<file path="config.mk">
export PLATFORM = sky130hd
export DESIGN_NAME = game_round_sequencer
export DESIGN_NICKNAME = d
export VERILOG_FILES = /design/src/rtl/game_round_sequencer_pkg.sv /design/src/rtl/game_round_sequencer_button_edge_sync.sv /design/src/rtl/game_round_sequencer.sv
export SDC_FILE = /design/constraint.sdc
export NUM_CORES = 1
export LEC_CHECK = 0
export BUFFER_PORTS_ARGS = -buffer_cell sky130_fd_sc_hd__buf_2
export CORE_ASPECT_RATIO = 0.5
export CORE_UTILIZATION = 39
export CTS_CLUSTER_SIZE = 8
export DETAILED_ROUTE_END_ITERATION = 8
export SYNTH_ARGS = -nofsm -noshare
export SYNTH_HDL_FRONTEND = slang
export SYNTH_HIERARCHICAL = 1
export SYNTH_SLANG_ARGS = --single-unit
</file>
<file path="constraint.sdc">
create_clock -name osc_clk -period 3.06 [get_ports osc_clk]
set_clock_uncertainty 0.15 [all_clocks]
set_input_delay 0.306 -clock osc_clk [delete_from_list [all_inputs] [get_ports osc_clk]]
set_output_delay 0.306 -clock osc_clk [all_outputs]
set_load 0.05 [all_outputs]
</file>
<file path="src/rtl/game_round_sequencer_pkg.sv">
`timescale 1ns/1ps
`default_nettype none
// ============================================================================
// Module  : game_round_sequencer_pkg
// Brief   : Shared types, constants and helpers for the LED memory game.
// Revision: 1.0 - initial release
// ============================================================================
package game_round_sequencer_pkg;

  // Controller states, 3-bit binary encoding
  typedef enum logic [2:0] {
    ST_IDLE     = 3'd0,
    ST_GEN      = 3'd1,
    ST_SHOW_ON  = 3'd2,
    ST_SHOW_OFF = 3'd3,
    ST_WAIT_IN  = 3'd4,
    ST_PAUSE    = 3'd5,
    ST_WIN      = 3'd6,
    ST_LOSE     = 3'd7
  } state_e;

  localparam logic [15:0] LFSR_SEED  = 16'hACE1;
  localparam logic [15:0] LFSR_MASK  = 16'hB400;
  localparam logic [3:0]  LED_ALL_ON = 4'b1111;
  localparam logic [3:0]  LED_LOSE   = 4'b1001;

  // Symbol 0..3 to the LED / button it names
  function automatic logic [3:0] onehot4(input logic [1:0] v);
    onehot4 = 4'b0001 << v;
  endfunction

  // Inverse of onehot4; only meaningful for a single set bit
  function automatic logic [1:0] onehot4_to_sym(input logic [3:0] v);
    case (v)
      4'b0010: onehot4_to_sym = 2'd1;
      4'b0100: onehot4_to_sym = 2'd2;
      4'b1000: onehot4_to_sym = 2'd3;
      default: onehot4_to_sym = 2'd0;
    endcase
  endfunction

  // One step of the right-shifting Galois LFSR
  function automatic logic [15:0] lfsr_next(input logic [15:0] s);
    lfsr_next = s[0] ? ({1'b0, s[15:1]} ^ LFSR_MASK) : {1'b0, s[15:1]};
  endfunction

endpackage : game_round_sequencer_pkg
`default_nettype wire

</file>
<file path="src/rtl/game_round_sequencer_button_edge_sync.sv">
`timescale 1ns/1ps
`default_nettype none
// ============================================================================
// Module  : button_edge_sync
// Brief   : Two-flop synchroniser per button bit followed by a rising-edge
//           detector. btn_rise is high for one cycle per synced 0->1 step.
// Revision: 1.0 - initial release
// ============================================================================
module button_edge_sync (
  input  logic       osc_clk,
  input  logic       reset_n,
  input  logic [3:0] btn_raw,
  output logic [3:0] btn_sync,
  output logic [3:0] btn_rise
);

  logic [3:0] meta_q, meta_d;
  logic [3:0] sync_q, sync_d;
  logic [3:0] prev_q, prev_d;

  // Shift chain: raw -> meta -> sync -> prev (prev is sync delayed by one)
  always_comb begin
    meta_d = btn_raw;
    sync_d = meta_q;
    prev_d = sync_q;
  end

  // Synchroniser and history flops
  always_ff @(posedge osc_clk or negedge reset_n) begin
    if (!reset_n) begin
      meta_q <= '0;
      sync_q <= '0;
      prev_q <= '0;
    end else begin
      meta_q <= meta_d;
      sync_q <= sync_d;
      prev_q <= prev_d;
    end
  end

  assign btn_sync = sync_q;
  assign btn_rise = sync_q & ~prev_q;

endmodule : button_edge_sync
`default_nettype wire

</file>
<file path="src/rtl/game_round_sequencer.sv">
`timescale 1ns/1ps
`default_nettype none
// ============================================================================
// Module  : game_round_sequencer
// Brief   : Memory-game controller. Draws a pattern from an LFSR, plays a
//           growing prefix of it on the LEDs, checks the player's presses and
//           finishes in WIN or LOSE.
// Revision: 1.0 - initial release
// ============================================================================
module game_round_sequencer
  import game_round_sequencer_pkg::*;
#(
  parameter int unsigned STEP_CYCLES    = 50_000_000,
  parameter int unsigned GAP_CYCLES     = 12_500_000,
  parameter int unsigned TIMEOUT_CYCLES = 250_000_000,
  parameter int unsigned PAT_LEN        = 4
) (
  input  logic       osc_clk,
  input  logic       reset_n,
  input  logic       start,
  input  logic [3:0] button,
  output logic [3:0] led,
  output logic       busy,
  output logic       win,
  output logic       lose,
  output logic [3:0] level
);

  // One counter serves every interval, so size it for the longest one
  localparam int unsigned MAX_SG  = (STEP_CYCLES > GAP_CYCLES) ? STEP_CYCLES : GAP_CYCLES;
  localparam int unsigned MAX_CYC = (MAX_SG > TIMEOUT_CYCLES) ? MAX_SG : TIMEOUT_CYCLES;
  localparam int unsigned TW      = $clog2(MAX_CYC) + 1;

  localparam logic [TW-1:0] STEP_LAST    = TW'(STEP_CYCLES - 1);
  localparam logic [TW-1:0] GAP_LAST     = TW'(GAP_CYCLES - 1);
  localparam logic [TW-1:0] TIMEOUT_LAST = TW'(TIMEOUT_CYCLES - 1);
  localparam logic [3:0]    LAST_LEVEL   = 4'(PAT_LEN);

  // Button front end
  logic [3:0] btn_sync;
  logic [3:0] btn_rise;

  button_edge_sync u_btn_sync (
    .osc_clk  (osc_clk),
    .reset_n  (reset_n),
    .btn_raw  (button),
    .btn_sync (btn_sync),
    .btn_rise (btn_rise)
  );

  // Registered state
  state_e        state_q, state_d;
  logic [15:0]   lfsr_q, lfsr_d;
  logic [1:0]    pat_q [8];
  logic [1:0]    pat_d [8];
  logic [2:0]    idx_q, idx_d;
  logic [3:0]    level_q, level_d;
  logic [TW-1:0] timer_q, timer_d;
  logic [3:0]    led_q, led_d;
  logic          busy_q, busy_d;
  logic          win_q, win_d;
  logic          lose_q, lose_d;

  // LFSR bit pairs, one candidate symbol per pattern slot
  logic [1:0] lfsr_pairs [8];

  for (genvar g = 0; g < 8; g++) begin : g_lfsr_pairs
    assign lfsr_pairs[g] = lfsr_q[2*g+1 : 2*g];
  end

  // Press classification: exactly one new edge and nothing else held
  logic       press_any;
  logic       press_single;
  logic       press_valid;
  logic [1:0] press_sym;
  logic       press_match;
  logic       step_is_last;
  logic       win_flip;

  always_comb begin
    press_any    = |btn_rise;
    press_single = press_any && ((btn_rise & (btn_rise - 4'd1)) == 4'd0);
    press_valid  = press_single && ((btn_sync & ~btn_rise) == 4'd0);
    press_sym    = onehot4_to_sym(btn_rise);
    press_match  = press_valid && (press_sym == pat_q[idx_q]);
    step_is_last = ({1'b0, idx_q} == (level_q - 4'd1));
  end

  // Next-state, datapath and registered-output computation
  always_comb begin
    state_d  = state_q;
    lfsr_d   = lfsr_next(lfsr_q);
    pat_d    = pat_q;
    idx_d    = idx_q;
    level_d  = level_q;
    timer_d  = timer_q + TW'(1);
    win_flip = 1'b0;

    case (state_q)
      ST_IDLE: begin
        timer_d = '0;
        if (start) state_d = ST_GEN;
      end
      ST_GEN: begin
        pat_d   = lfsr_pairs;
        level_d = 4'd1;
        idx_d   = 3'd0;
        state_d = ST_SHOW_ON;
      end
      ST_SHOW_ON: begin
        if (timer_q == STEP_LAST) state_d = ST_SHOW_OFF;
      end
      ST_SHOW_OFF: begin
        if (timer_q == GAP_LAST) begin
          if (step_is_last) begin
            idx_d   = 3'd0;
            state_d = ST_WAIT_IN;
          end else begin
            idx_d   = idx_q + 3'd1;
            state_d = ST_SHOW_ON;
          end
        end
      end
      ST_WAIT_IN: begin
        // A press takes priority over a timeout in the same cycle
        if (press_any) begin
          timer_d = '0;
          if (!press_match) begin
            state_d = ST_LOSE;
          end else if (!step_is_last) begin
            idx_d = idx_q + 3'd1;
          end else if (level_q == LAST_LEVEL) begin
            state_d = ST_WIN;
          end else begin
            level_d = level_q + 4'd1;
            idx_d   = 3'd0;
            state_d = ST_PAUSE;
          end
        end else if (timer_q == TIMEOUT_LAST) begin
          state_d = ST_LOSE;
        end
      end
      ST_PAUSE: begin
        if (timer_q == GAP_LAST) begin
          idx_d   = 3'd0;
          state_d = ST_SHOW_ON;
        end
      end
      ST_WIN: begin
        if (start) begin
          state_d = ST_GEN;
        end else if (timer_q == STEP_LAST) begin
          timer_d  = '0;
          win_flip = 1'b1;
        end
      end
      ST_LOSE: begin
        timer_d = '0;
        if (start) state_d = ST_GEN;
      end
      default: state_d = ST_IDLE;
    endcase

    // The shared timer restarts on every state change
    if (state_d != state_q) timer_d = '0;

    // Outputs are registered against the state being entered
    case (state_d)
      ST_SHOW_ON: led_d = onehot4(pat_d[idx_d]);
      ST_WAIT_IN: led_d = btn_sync;
      ST_WIN:     led_d = (state_q != ST_WIN) ? LED_ALL_ON : (win_flip ? ~led_q : led_q);
      ST_LOSE:    led_d = LED_LOSE;
      default:    led_d = 4'd0;
    endcase
    busy_d = !((state_d == ST_IDLE) || (state_d == ST_WIN) || (state_d == ST_LOSE));
    win_d  = (state_d == ST_WIN);
    lose_d = (state_d == ST_LOSE);
  end

  // All controller state and outputs
  always_ff @(posedge osc_clk or negedge reset_n) begin
    if (!reset_n) begin
      state_q <= ST_IDLE;
      lfsr_q  <= LFSR_SEED;
      pat_q   <= '{default: 2'b00};
      idx_q   <= '0;
      level_q <= '0;
      timer_q <= '0;
      led_q   <= '0;
      busy_q  <= 1'b0;
      win_q   <= 1'b0;
      lose_q  <= 1'b0;
    end else begin
      state_q <= state_d;
      lfsr_q  <= lfsr_d;
      pat_q   <= pat_d;
      idx_q   <= idx_d;
      level_q <= level_d;
      timer_q <= timer_d;
      led_q   <= led_d;
      busy_q  <= busy_d;
      win_q   <= win_d;
      lose_q  <= lose_d;
    end
  end

  assign led   = led_q;
  assign busy  = busy_q;
  assign win   = win_q;
  assign lose  = lose_q;
  assign level = level_q;

endmodule : game_round_sequencer
`default_nettype wire

</file>
==> flow_summary.yaml <==
global_routing:
  antenna_found_initial: 0
  grt_busiest_layer: "met2"
  grt_pass1_wl_microns: 15600
  grt_pass1_vias: 3124
  grtUsageMet3_pct: 4.58
  grt_overflow: 0
  grtUsageTotal_pct: 16.7
  grt_use_met2_pct: 25.8
  grt_start_max_net_pins: 58
  grtUsageMet1_pct: 22.9
worst_setup_path:
  cpMostUsedCell: "mux2i_1"
  cp_slowest_stage_delay_ps: 520
  worstPathCellList: "mux4_2 > mux2i_1 > xor2_1 > nand3_2 > o31a_4 > a22oi_4 > inv_2 > mux2i_1 > mux2i_1 > mux2i_2 > o32ai_1"
  critPathMaxFanout: 7
  cp-end-kind: "flop"
  crit_arrival_ps: 3180
  slowest_stage: "mux4_2"
  critPathRequiredTime_ps: 3130
  start_kind: "flop"
  criticalPathCategory: "flop to flop"
cts:
  clkTransAtPathRegs_ps: 70
  insertion_delay_ps: 340
  clockBufferDepth: 2
  h-tree-depth: 3
  numCtsBuffers: 9
  cts-root-buf: "clkbuf_16"
  cts_tree: "done"
  clkSinkCount: 90
pwr:
  power_leakage_nw: 2.39
  power.density_nw_per_um2: 453
  max-vdd-ir-drop_uv: 253
routing:
  num_vias: 3116
  remaining_drc_errors: 0
  ant_nets: 0
  vias_per_cell: 5.10
  wl_per_cell_microns: 14.8
  drtIter0Drc: 199
  wl_microns: 9050
  first_pass_iters: 6
placement:
  dp_hpwl_microns: 6560
  routabilityCongestion: 0.849
  io_buffers: 17
  post-place-ws_ps: -111
  dpl_cell_area_sq_um: 4920
synthesis:
  synth_ff_type: "dfrtp_1"
  ys_top_cells_by_area: "dfrtp_1 46%, nor2_1 5.0%, dfstp_2 4.7%"
  yosysUniqueCellTypes: 59
  synth_nets: 416
  yosysSeqAreaShare_pct: 50.8
  synth_top_cell_area_share_pct: 46.1
  postSynthAreaPerCell_sq_um: 11.0
  async_reset_ff_share_pct: 100
  synth_enable_flop_cells: 0
  yosys_register_bits: 90
  syn_area_sq_um: 4450
  yosysWarnings: 6
  synthCells: 405
  synth.largest_area_cell: "dfrtp_1"
die:
  die_x_microns: 153
  rows: 27
  pin_count: 18
  initial_core_util_pct: 40.3
  die_area_sq_um: 11900
  die_y_microns: 77.6
  core_sq_um: 11000
outcome:
  violations: "negative setup slack"
  status: "finished with violations"
timing:
  relSlewSlack_pct: 59.3
  max_freq_mhz: 321
  drv_slew: 0
  min_period_ps: 3110
  min_period_over_period_pct: 102
  setup_viol: 4
  setup_ws_ps: -54.8
  timing_hold_violations_final: 0
  tightest_slew_ps: 605
  grt_setup_unrepaired: "yes"
layout:
  drive_gt1_share_pct: 27.0
  antennaDiodeCount: 0
  multi_input_area_sq_um: 2080
  postLayoutCellArea_sq_um: 5330
  fill_cells: 995
  nNetsFinal: 472
  seqCellArea_sq_um: 2270
  area_growth_pct: 19.6
hold_path:
  holdCritPathClass: "flop to flop"
run:
  drv_cap: 0
==> area by class of cell <==
| cell class | instances | share of cell area (%) |
|---|---|---|
| sequential | 90 | 42.5 |
| timing repair buffer | 59 | 8.27 |
| clock inverter | 7 | 1.57 |
| clock buffer | 9 | 4.23 |
| tap | 145 | 3.41 |
| inverter | 12 | 0.846 |
| multi-input combinational | 289 | 39.1 |
==> per-layer routing <==
metal	vias up	part of all wire, %
met5	-	0
met4	0	1.1
met3	10	3.1
met2	36	45
met1	1508	51
li1	1562	-
==> final timing paths <==
check | endpoint | from | cells past startpoint | slack, ps
setup reg to reg | led[2] | idx_q[0] | 11 | -50
hold / removal | u_btn_sync/btn_sync[3] | u_btn_sync/meta_q[3] | 0 | 200
min in group asynchronous | timer_q[18] | reset_n | 2 | 310
hold reg to reg | u_btn_sync/btn_sync[3] | u_btn_sync/meta_q[3] | 0 | 200
max in group asynchronous | lfsr_q[10] | reset_n | 3 | 1750
setup / recovery | led[2] | idx_q[0] | 11 | -50
==> metrics by stage <==
stage	power (mW)	utilization, %	hold WS [ps]	setup TNS, ps	std cells
5_1_grt	2.50	48.2	205	-965	611
2_1_floorplan	1.25	-	-140	0	405
6_report	2.41	48.2	198	-159	611
4_1_cts	2.45	47.8	200	-168	610
3_5_place_dp	1.29	44.5	142	-364	588
3_3_place_gp	1.29	44.5	141	-16.0	588
==> flip-flops by register name (all words and copies together), names as in the netlist <==
| name | count |
|---|---|
| busy | 1 |
| idx_q | 3 |
| led | 4 |
| level | 4 |
| lfsr_q | 16 |
| lose | 1 |
| pat_q | 16 |
| state_q | 3 |
| timer_q | 29 |
| u_btn_sync/btn_sync | 4 |
| u_btn_sync/meta_q | 4 |
| u_btn_sync/prev_q | 4 |
| win | 1 |
==> logic make-up (layout without fill, tap and decap cells) <==
| group | count (synthesis) | in the layout | synth area share, % |
|---|---|---|---|
| adders and majority gates | 5 | 5 | 1.35 |
| and+or+nand+nor | 162 | 162 | 18.7 |
| muxes | 34 | 34 | 9.41 |
| buffers and inverters | 26 | 87 | 3.31 |
| DFF | 90 | 90 | 50.8 |
| xor gates and xnor gates | 37 | 37 | 7.28 |
| AOI/OAI and AO/OA | 51 | 51 | 9.21 |
==> report_power, final <==
group / total (mW) / internal (mW) / switching, mW / leakage, nW
Clock: 1.14 / 0.652 / 0.491 / 0.155
Combinational: 0.0699 / 0.0277 / 0.0422 / 1.08
Sequential: 1.20 / 1.20 / 0.00454 / 1.16
==> cells in the mapped netlist (5+ instances only) <==
cell type / instances
nor2_1: 59
nor3_1: 12
dfstp_2: 8
nand3_1: 16
dfrtp_1: 82
nand2_1: 27
o21ai_0: 10
inv_1: 10
xor2_1: 21
and4_1: 5
clkbuf_1: 7
mux2i_1: 11
mux2_2: 17
nand4_1: 9
xnor2_1: 16
nor4_1: 5
==> worst max-delay path: cells and delay by family, from the launching register on <==
kind	cells	cell delay, ps
buf+inv	1	90
compound gates	3	710
simple gates	1	120
mux	5	1270
xor+xnor	1	230
flops	1	420
==> layout by cell type, fill, tap and decap left out, types with 15 or more instances in the layout <==
master | Yosys | layout
buf_2 | 0 | 16
dfrtp_1 | 82 | 79
nor2_1 | 59 | 59
nand3_1 | 16 | 16
nand2_1 | 27 | 26
xor2_1 | 21 | 21
xnor2_1 | 16 | 15
buf_4 | 0 | 36
mux2_2 | 17 | 17
==> repair_timing <==
action | CTS | global route
pin swaps | 0 | 2
gates resized for setup | 2 | 7
setup buffers | 1 | 1
endpoints found under the hold margin | 34 | 0
setup endpoints to repair | 6 | 32
hold buffers | 5 | 0
No activity file was read; power rests on OpenSTA's default activity.
